### src/rtl/reg_dump_unit_pkg.sv
// reg_dump_unit_pkg
//   Shared definitions for the register dump path: the dump FSM state
//   encoding, default geometry of the register bank / UART byte, and the
//   helpers that derive the per-word byte count and its counter width.
//   No ports (package).

package reg_dump_unit_pkg;

    localparam int NB_DATA_DEF    = 32;
    localparam int NB_ADDR_DEF    = 5;
    localparam int BANK_DEPTH_DEF = 32;
    localparam int NB_BYTE_DEF    = 8;

    // Number of UART bytes that make up one register word.
    function automatic int bytes_per_word(input int nb_data, input int nb_byte);
        return nb_data / nb_byte;
    endfunction

    // Width of the byte counter; never narrower than one bit.
    function automatic int bcnt_width(input int bpw);
        return (bpw > 1) ? $clog2(bpw) : 1;
    endfunction

    localparam int BYTES_PER_WORD = bytes_per_word(NB_DATA_DEF, NB_BYTE_DEF);
    localparam int NB_BCNT        = bcnt_width(BYTES_PER_WORD);

    // Dump FSM states. The encoding is also visible on the top-level
    // state register (state_q) so checkers can bind to it by name.
    typedef enum logic [2:0] {
        ST_IDLE     = 3'd0,
        ST_SET_ADDR = 3'd1,
        ST_LATCH    = 3'd2,
        ST_SEND     = 3'd3,
        ST_WAIT     = 3'd4,
        ST_NEXT     = 3'd5,
        ST_DONE     = 3'd6
    } dump_state_e;

endpackage

### src/rtl/reg_word_serializer.sv
// reg_word_serializer
//   Word-to-byte datapath of the register dump: holds one register word in a
//   shift register, presents its low byte, shifts right one byte at a time
//   and counts the bytes already sent so the FSM knows when the word is done.
//
// Ports:
//   i_clock      system clock (rising edge)
//   i_reset      synchronous active-high reset; clears word and count
//   i_clear      clear the byte counter (start of dump / end of word)
//   i_load       capture i_word into the shift register
//   i_shift      drop the current low byte and count it
//   i_word       register word to serialise
//   o_byte       current low byte of the shift register
//   o_last_byte  the byte on o_byte is the final one of the word

module reg_word_serializer
    import reg_dump_unit_pkg::*;
#(
    parameter int NB_DATA = NB_DATA_DEF,
    parameter int NB_BYTE = NB_BYTE_DEF
) (
    input  logic               i_clock,
    input  logic               i_reset,
    input  logic               i_clear,
    input  logic               i_load,
    input  logic               i_shift,
    input  logic [NB_DATA-1:0] i_word,
    output logic [NB_BYTE-1:0] o_byte,
    output logic               o_last_byte
);

    localparam int BPW    = bytes_per_word(NB_DATA, NB_BYTE);
    localparam int NB_CNT = bcnt_width(BPW);
    localparam logic [NB_CNT-1:0] LAST_CNT = NB_CNT'(BPW - 1);

    logic [NB_DATA-1:0] shift_q, shift_d;
    logic [NB_CNT-1:0]  cnt_q, cnt_d;

    always_comb begin
        shift_d = shift_q;
        cnt_d   = cnt_q;
        if (i_load) begin
            shift_d = i_word;
        end else if (i_shift) begin
            shift_d = shift_q >> NB_BYTE;
            cnt_d   = cnt_q + NB_CNT'(1);
        end
        // Clear has priority over the count so a word boundary always
        // restarts at byte 0.
        if (i_clear) begin
            cnt_d = '0;
        end
    end

    always_ff @(posedge i_clock) begin
        if (i_reset) begin
            shift_q <= '0;
            cnt_q   <= '0;
        end else begin
            shift_q <= shift_d;
            cnt_q   <= cnt_d;
        end
    end

    assign o_byte      = shift_q[NB_BYTE-1:0];
    assign o_last_byte = (cnt_q == LAST_CNT);

endmodule

### src/rtl/reg_dump_unit.sv
// reg_dump_unit
//   Debug-path consumer of the register bank read port. On a start request it
//   walks registers 0..BANK_DEPTH-1, reads each through o_read_reg and sends
//   it least-significant byte first to the debug UART transmitter, one
//   start/done handshake per byte.
//
// Handshake with the UART tx: o_tx_start is a one-cycle pulse and o_tx_data
//   is valid in that cycle and held until the matching i_tx_done pulse; a
//   new byte is never offered before i_tx_done, and i_tx_done is honoured
//   only while a byte is outstanding (WAIT state).
//
// Ports:
//   i_clock     system clock (rising edge)
//   i_reset     synchronous active-high reset; aborts a dump without o_done
//   i_start     dump request pulse, sampled only when idle
//   o_read_reg  register index driven to the bank read port
//   i_reg_data  bank read data for o_read_reg
//   o_tx_start  one-cycle byte start pulse to the UART tx
//   o_tx_data   byte to transmit
//   i_tx_done   one-cycle byte-sent pulse from the UART tx
//   o_busy      high while a dump is in progress (selects the bank addr mux)
//   o_done      one-cycle pulse after the last byte is acknowledged

module reg_dump_unit
    import reg_dump_unit_pkg::*;
#(
    parameter int NB_DATA    = NB_DATA_DEF,
    parameter int NB_ADDR    = NB_ADDR_DEF,
    parameter int BANK_DEPTH = BANK_DEPTH_DEF,
    parameter int NB_BYTE    = NB_BYTE_DEF
) (
    input  logic               i_clock,
    input  logic               i_reset,
    input  logic               i_start,
    output logic [NB_ADDR-1:0] o_read_reg,
    input  logic [NB_DATA-1:0] i_reg_data,
    output logic               o_tx_start,
    output logic [NB_BYTE-1:0] o_tx_data,
    input  logic               i_tx_done,
    output logic               o_busy,
    output logic               o_done
);

    // Termination is by equality only, so BANK_DEPTH == 2**NB_ADDR works
    // without the index wrapping early.
    localparam logic [NB_ADDR-1:0] LAST_IDX = NB_ADDR'(BANK_DEPTH - 1);

    dump_state_e        state_q, state_d;
    logic [NB_ADDR-1:0] index_q, index_d;

    logic               ser_clear;
    logic               ser_load;
    logic               ser_shift;
    logic               ser_last;
    logic [NB_BYTE-1:0] ser_byte;

    reg_word_serializer #(
        .NB_DATA (NB_DATA),
        .NB_BYTE (NB_BYTE)
    ) u_serializer (
        .i_clock     (i_clock),
        .i_reset     (i_reset),
        .i_clear     (ser_clear),
        .i_load      (ser_load),
        .i_shift     (ser_shift),
        .i_word      (i_reg_data),
        .o_byte      (ser_byte),
        .o_last_byte (ser_last)
    );

    always_comb begin
        state_d    = state_q;
        index_d    = index_q;
        ser_clear  = 1'b0;
        ser_load   = 1'b0;
        ser_shift  = 1'b0;
        o_tx_start = 1'b0;
        o_done     = 1'b0;

        case (state_q)
            ST_IDLE: begin
                if (i_start) begin
                    index_d   = '0;
                    ser_clear = 1'b1;
                    state_d   = ST_SET_ADDR;
                end
            end
            // Address is already on o_read_reg; this cycle is the bank read.
            ST_SET_ADDR: begin
                state_d = ST_LATCH;
            end
            ST_LATCH: begin
                ser_load = 1'b1;
                state_d  = ST_SEND;
            end
            ST_SEND: begin
                o_tx_start = 1'b1;
                state_d    = ST_WAIT;
            end
            ST_WAIT: begin
                if (i_tx_done) begin
                    ser_shift = 1'b1;
                    state_d   = ser_last ? ST_NEXT : ST_SEND;
                end
            end
            ST_NEXT: begin
                ser_clear = 1'b1;
                if (index_q == LAST_IDX) begin
                    state_d = ST_DONE;
                end else begin
                    index_d = index_q + NB_ADDR'(1);
                    state_d = ST_SET_ADDR;
                end
            end
            ST_DONE: begin
                o_done  = 1'b1;
                index_d = '0;
                state_d = ST_IDLE;
            end
            default: begin
                state_d = ST_IDLE;
            end
        endcase
    end

    always_ff @(posedge i_clock) begin
        if (i_reset) begin
            state_q <= ST_IDLE;
            index_q <= '0;
        end else begin
            state_q <= state_d;
            index_q <= index_d;
        end
    end

    // The index only changes between words, so it doubles as the held
    // read address for SET_ADDR, LATCH and the whole byte stream of a word.
    assign o_read_reg = index_q;
    // Shift register low byte: valid in SEND and unchanged through WAIT.
    assign o_tx_data  = ser_byte;
    assign o_busy     = (state_q != ST_IDLE);

endmodule
### config.mk
export PLATFORM = sky130hd
export DESIGN_NAME = reg_dump_unit
export DESIGN_NICKNAME = d
export VERILOG_FILES = /design/src/rtl/reg_dump_unit_pkg.sv /design/src/rtl/reg_word_serializer.sv /design/src/rtl/reg_dump_unit.sv
export SDC_FILE = /design/constraint.sdc
export NUM_CORES = 1
export LEC_CHECK = 0
export ABC_AREA = 1
export BUFFER_PORTS_ARGS = -buffer_cell sky130_fd_sc_hd__buf_2
export CAP_MARGIN = 20
export CELL_PAD_IN_SITES_DETAIL_PLACEMENT = 0
export CELL_PAD_IN_SITES_GLOBAL_PLACEMENT = 2
export CORE_ASPECT_RATIO = 1.25
export CORE_UTILIZATION = 28
export DETAILED_ROUTE_END_ITERATION = 12
export PLACE_DENSITY_LB_ADDON = 0.1
export SYNTH_ARGS = -nofsm -noshare
export SYNTH_HDL_FRONTEND = slang
export SYNTH_SLANG_ARGS = --single-unit
### constraint.sdc
create_clock -name i_clock -period 2.1 [get_ports i_clock]
set_input_delay 0.105 -clock i_clock [delete_from_list [all_inputs] [get_ports i_clock]]
set_output_delay 0.105 -clock i_clock [all_outputs]
set_load 0.02 [all_outputs]
==> results.toml, run 1 <==
[status]
status = "finished, final reports clean"

[yosys]
yosysTopAreaCellShare_pct = 39.37
syn_area_per_cell_um2 = 6.512
synth_top_cell_by_area = "dfxtp_1"
syn_inst = 328
synth_area_leaders = "dfxtp_1, nor2_1, nand2_1"
synth_area_mm2 = 0.002136
yosys.cell_types.count = 24
yosysSeqAreaShare_pct = 39.37
ys_ff_latch = 42
syn-num-nets = 367
ys_warn_count = 0

[timing]
drv_slew = 0
hold_violations = 0
fin_worst_skew_ps = 6.214
rsz0062_at_grt = "false"
tns_ps = 0
period_minus_slack_ps = 1794
finalSetupViolCount = 0
slew_headroom_pct = 68.51
fmax_mhz = 557.4
period_share_pct = 85.44
worst_pin_slew_ps = 471.9

[die]
die_w_um = 80.12
core_mm2 = 0.007357
rows = 35
die_area_mm2 = 0.007983
die_h_um = 99.65
start_util_pct = 29.03
io_pins = 52

[final_layout]
drive_gt1_share_pct = 19.95
fillers = 866
multiInputGateArea_um2 = 993.5
n_antenna_cell = 0
syn_to_final_growth_pct = 17.69
post-route-util_pct = 34.17
fin_cells = 463
layout.nets = 409
largest_reg_flops = 32
regArea_um2 = 840.8

[route]
post_drt_wl_per_cell_um = 11.29
drt_wl_total_mm = 5.226
firstDrtPassIters = 4
num_vias = 1994
drc = 0
ant_nets = 0
drt_iter0_drc = 77
routed_via_density = 4.307

[clock_network]
root_buffer = "clkbuf_8"
clkLatencyLatePin_ps = 290
cts_tree = "built"
h-tree-depth = 2
hold_buffers = 0
cts.sinks = 42
path_clk_slew_ps = 80
cts_buffers = 5
cts_resized = 0
clock_path_buffers = 2
post_cts_buffers = 0

[critical_path]
path_buf_inv = 1
critPathRequiredTime_ps = 2290
cp_data_arrival_time_ps = 1980
cp_cell_sequence = "ha_1 -> nand2_1 -> nor2_1 -> ha_1 -> nand4_1 -> nand2_1 -> clkinv_1 -> a21oi_1 -> nor2_1"
max_stage_delay_ps = 420
slowest_stage = "dfxtp_1"
cp_top_family = "simple AND/OR/NAND/NOR gates"
critPathKind = "flop to flop"
crit_fanout = 10
start_kind = "flop"
cp-end-kind = "flop"

[worst_hold_path]
min_path_type = "primary input to flop"

[placed_design]
portBuffers = 51
gp_congestion = 0.8564
post-place-cells = 455
dp_hpwl_mm = 3.653

[power_and_ir_drop]
powerDensity_mw_per_mm2 = 776.0
p_leak_nw = 1.188
vdd_drop_max_mv = 0.3121

[global_route]
grt_pass1_vias = 1781
antenna_found_initial = 0
gr-total-overflow = 0
grtUsageTotal_pct = 13.93
grt_max_degree = 25
grt_pass1_wl_mm = 8.390

[job]
maxCapViolCount = 0
-- final cells by class --
type | count | share of cell area, %
multi-input combinational | 224 | 39.52
clock buffer | 5 | 2.738
sequential | 42 | 33.45
tap | 92 | 4.579
inverter | 42 | 6.272
clock inverter | 3 | 1.593
timing repair buffer | 55 | 11.85
-- logic make-up after synthesis --
| family | after synthesis | synth area share [%] |
|---|---|---|
| AND/OR/NAND/NOR | 187 | 36.61 |
| adder cells (fa/ha/maj) | 3 | 1.758 |
| XOR/XNOR | 1 | 0.4102 |
| flip-flops | 42 | 39.37 |
| buffers and inverters | 62 | 14.12 |
| AO/OA/AOI/OAI | 33 | 7.732 |
-- layout by cell type, fill, tap and decap left out --
cell type  netlist  layout
nand4_1          2       2
nor3_1           1       1
clkinv_1         1       1
o21ai_1         11      11
nand3_2          2       2
bufinv_16        0       1
nor2_1          82      82
ha_1             3       3
clkinv_2         0       2
inv_2            3       3
nor2_2           2       2
buf_4           12       3
nand2_1         65      65
dfxtp_1         42      42
o21ai_0          7       7
nand2_4          2       2
nand2_2          1       1
nand3_1         29      29
a21oi_1         15      15
buf_2            1      51
inv_1           38      38
clkbuf_8         0       5
xor2_1           1       1
or2_2            1       1
buf_12           0       1
-- worst reg2reg max path, stage by stage (launching register included) --
cell and delay [ps]:
dfxtp_1 420, ha_1 190, nand2_1 70, nor2_1 100, ha_1 170, nand4_1 140, nand2_1 110, clkinv_1 230
a21oi_1 210, nor2_1 60
-- final timing paths --
path / start / end / slack, ps / cells past startpoint
worst max-delay path: o_read_reg[0]$_SDFFE_PP0P_ / o_read_reg[1]$_SDFFE_PP0P_ / 310 / 9
worst min-delay path: i_reg_data[31] / u_serializer.shift_q[31]$_SDFFE_PP0P_ / 50 / 3
worst max register to register: o_read_reg[0]$_SDFFE_PP0P_ / o_read_reg[1]$_SDFFE_PP0P_ / 310 / 9
worst min register to register: u_serializer.shift_q[25]$_SDFFE_PP0P_ / u_serializer.shift_q[25]$_SDFFE_PP0P_ / 480 / 2
-- synthesized netlist by cell type, drive strengths merged --
master  instances
or2             1
inv            41
nand3          31
nand4           2
nor2           84
xor2            1
o21ai          18
a21oi          15
clkinv          1
dfxtp          42
clkbuf          3
buf            17
nand2          68
ha              3
nor3            1
-- metrics by stage --
stage	area [µm²]	setup slack (ps)	power, mW	hold WS [ps]
2_1_floorplan	2136	371.9	1.220	252.4
3_5_place_dp	2405	307.0	1.334	366.0
5_1_grt	2514	78.13	2.071	56.56
4_1_cts	2514	287.7	1.992	44.72
6_report	2514	305.9	1.951	53.21
3_3_place_gp	2405	326.3	1.336	366.3
-- layer usage --
layer,vias to the layer above,routed length [µm],share of wire (%),GRT usage [%]
met3,4,228,4.4,3.486
met5,-,0,0,0
li1,1083,-,-,-
met1,867,2405,46,16.63
met4,0,57,1.1,4.945
met2,40,2535,49,23.93
-- report_power, final --
part	leakage, nW	internal (mW)	switching, mW
logic	0.789	0.149	0.265
registers	0.341	0.856	0.0390
clock network	0.0579	0.350	0.291
Power figures use the tool's default switching activity.
==> inputs of run 2 (changes only) <==
--- a/config.mk
+++ b/config.mk
@@ -8,7 +8,7 @@
 export ABC_AREA = 1
 export BUFFER_PORTS_ARGS = -buffer_cell sky130_fd_sc_hd__buf_2
 export CAP_MARGIN = 20
-export CELL_PAD_IN_SITES_DETAIL_PLACEMENT = 0
+export CELL_PAD_IN_SITES_DETAIL_PLACEMENT = 1
 export CELL_PAD_IN_SITES_GLOBAL_PLACEMENT = 2
 export CORE_ASPECT_RATIO = 1.25
 export CORE_UTILIZATION = 28
==> run 2 against run 1 <==
Register-to-register slack got worse by 40 ps. Critical endpoint is now o_read_reg[4]$_SDFFE_PP0P_. Utilization fell by 0.24 points. Die area did not move. Critical path depth stayed put. Highest routed layer unchanged. Hold slack better by 2.9 ps.
==> results.toml, run 2 (synthesis results as in run 1) <==
[power_and_ir_drop]
vdd_drop_max_mv = 0.2614
sequentialPowerShare_pct = 47.9
power.switching_mw = 0.5961
p_leak_nw = 1.178
p_comb_share_pct = 22.3
sw_frac_of_total_pct = 31.93
total_power_mw = 1.867
internal_power_mw = 1.271
p_clk_share_pct = 29.7
powerDensity_mw_per_mm2 = 747.9

[critical_path]
timing.rr.end = "o_read_reg[4]$_SDFFE_PP0P_"
regToRegStartpoint = "o_read_reg[0]$_SDFFE_PP0P_"
cp-end-kind = "flop"
start_kind = "flop"
critPathKind = "flop to flop"
critPathRequiredTime_ps = 2300
crit_fanout = 10
worstRegToRegCells = 9
cp_data_arrival_time_ps = 2030
reg2reg_slack_ps = 270

[worst_hold_path]
holdPathEnd = "u_serializer.shift_q[30]$_SDFFE_PP0P_"
hold_start = "i_reg_data[30]"
whs_path_depth = 3
min_path_type = "primary input to flop"

[timing]
fmax_mhz = 545.0
period_minus_slack_ps = 1835
period_share_pct = 87.37
rsz0062_at_grt = "false"
finalSetupViolCount = 0
tns_ps = 0
layout_setup_ws_ps = 265.2
drv_slew = 0
fin_worst_skew_ps = 6.972
slew_headroom_pct = 69.53
worst_pin_slew_ps = 456.6
hold_violations = 0

[clock_network]
h-tree-depth = 2
clock_path_buffers = 2
cts_resized = 0
clkLatencyLatePin_ps = 300
cts_tree = "built"
cts_buffers = 5
path_clk_slew_ps = 90
cts.sinks = 42
post_cts_buffers = 0
hold_buffers = 0
root_buffer = "clkbuf_8"

[final_layout]
syn_to_final_growth_pct = 16.87
layout.nets = 409
largest_reg_flops = 32
drive_gt1_share_pct = 19.68
post-route-util_pct = 33.93
n_antenna_cell = 0
final_common_cell = "nor2_1"
layout_common_cells = "nor2_1, nand2_1, buf_2"
fin_cells = 463

[job]
maxCapViolCount = 0

[die]
start_util_pct = 29.03
core_mm2 = 0.007357
die_area_mm2 = 0.007983
rows = 35
io_pins = 52
die_h_um = 99.65
die_w_um = 80.12

[global_route]
gr-total-overflow = 0
grt_pass1_wl_mm = 9.087
grt_pass1_vias = 1938
antenna_found_initial = 0
grt_max_degree = 25
grtUsageTotal_pct = 14.91

[route]
num_vias = 2056
firstDrtPassIters = 4
ant_nets = 0
drc = 0
drt_wl_total_mm = 5.487
drt_iter0_drc = 49
highest_layer = "met4"
post_drt_wl_per_cell_um = 11.85
wl_met2_mm = 2.718
dr_wl_met3_um = 204
wl_met1_mm = 2.485
routed_via_density = 4.441

[placed_design]
post-place-cells = 455
place_ws_ps = 254.3
gp_congestion = 0.8564
portBuffers = 51
dp_hpwl_mm = 3.972

[status]
status = "finished, final reports clean"
run 2: cell count changes in the layout (fill, tap and decap cells not counted):
cell / previous run / this run
clkbuf_8: 5 / 6
clkinv_2: 2 / 1
bufinv_16: 1 / 0
clkbuf_1: 0 / 1
run 2: power by group through the flow:
stage / registers [mW] / clock network [mW] / logic [mW]
finish: 0.895 / 0.555 / 0.416
global route: 0.904 / 0.612 / 0.478
CTS: 0.895 / 0.577 / 0.429
detailed placement: 0.914 / 0 / 0.427
global placement: 0.913 / 0 / 0.423
floorplan: 0.926 / 0 / 0.295
run 2: worst max-delay path, stage by stage (launching register included):
cell and delay (ps):
dfxtp_1 420, ha_1 200, nand2_1 70, nor2_1 120
ha_1 180, nand4_1 150, nand2_1 110, clkinv_1 230
a21oi_1 210, nor2_1 60
run 2: area by class of cell:
cell class / count / area [µm²]
repair buffers: 55 / 297.8
multi-input cells: 224 / 993.5
clock buffers: 7 / 86.33
inverters: 42 / 157.7
fillers: 1003 / 4861
clock inverters: 1 / 5.005
flip-flops and latches: 42 / 840.8
well taps: 92 / 115.1
run 2: metrics by stage:
step	instance area, µm²	hold slack (ps)
floorplan	2136	252.4
global placement	2405	366.3
detailed placement	2405	369.6
CTS	2496	52.64
global route	2496	53.10
finish	2496	56.11
run 2: worst max-delay path by stage:
stage	startpoint	endpoint	slack, ps	cells after the start
after floorplan	o_read_reg[0]$_SDFFE_PP0P_	o_read_reg[0]$_SDFFE_PP0P_	370	9
after global placement	o_read_reg[0]$_SDFFE_PP0P_	o_read_reg[1]$_SDFFE_PP0P_	330	9
after detailed placement	o_read_reg[0]$_SDFFE_PP0P_	o_read_reg[4]$_SDFFE_PP0P_	250	9
after CTS	o_read_reg[0]$_SDFFE_PP0P_	o_read_reg[4]$_SDFFE_PP0P_	240	9
after global routing	o_read_reg[0]$_SDFFE_PP0P_	o_read_reg[3]$_SDFFE_PP0P_	20	9
final	o_read_reg[0]$_SDFFE_PP0P_	o_read_reg[4]$_SDFFE_PP0P_	270	9
run 2: routing by layer:
layer  up-vias  track usage (%)
li1       1082                -
met1       937            17.83
met2        31            26.10
met3         6            2.936
met4         0            5.357
met5         -                0
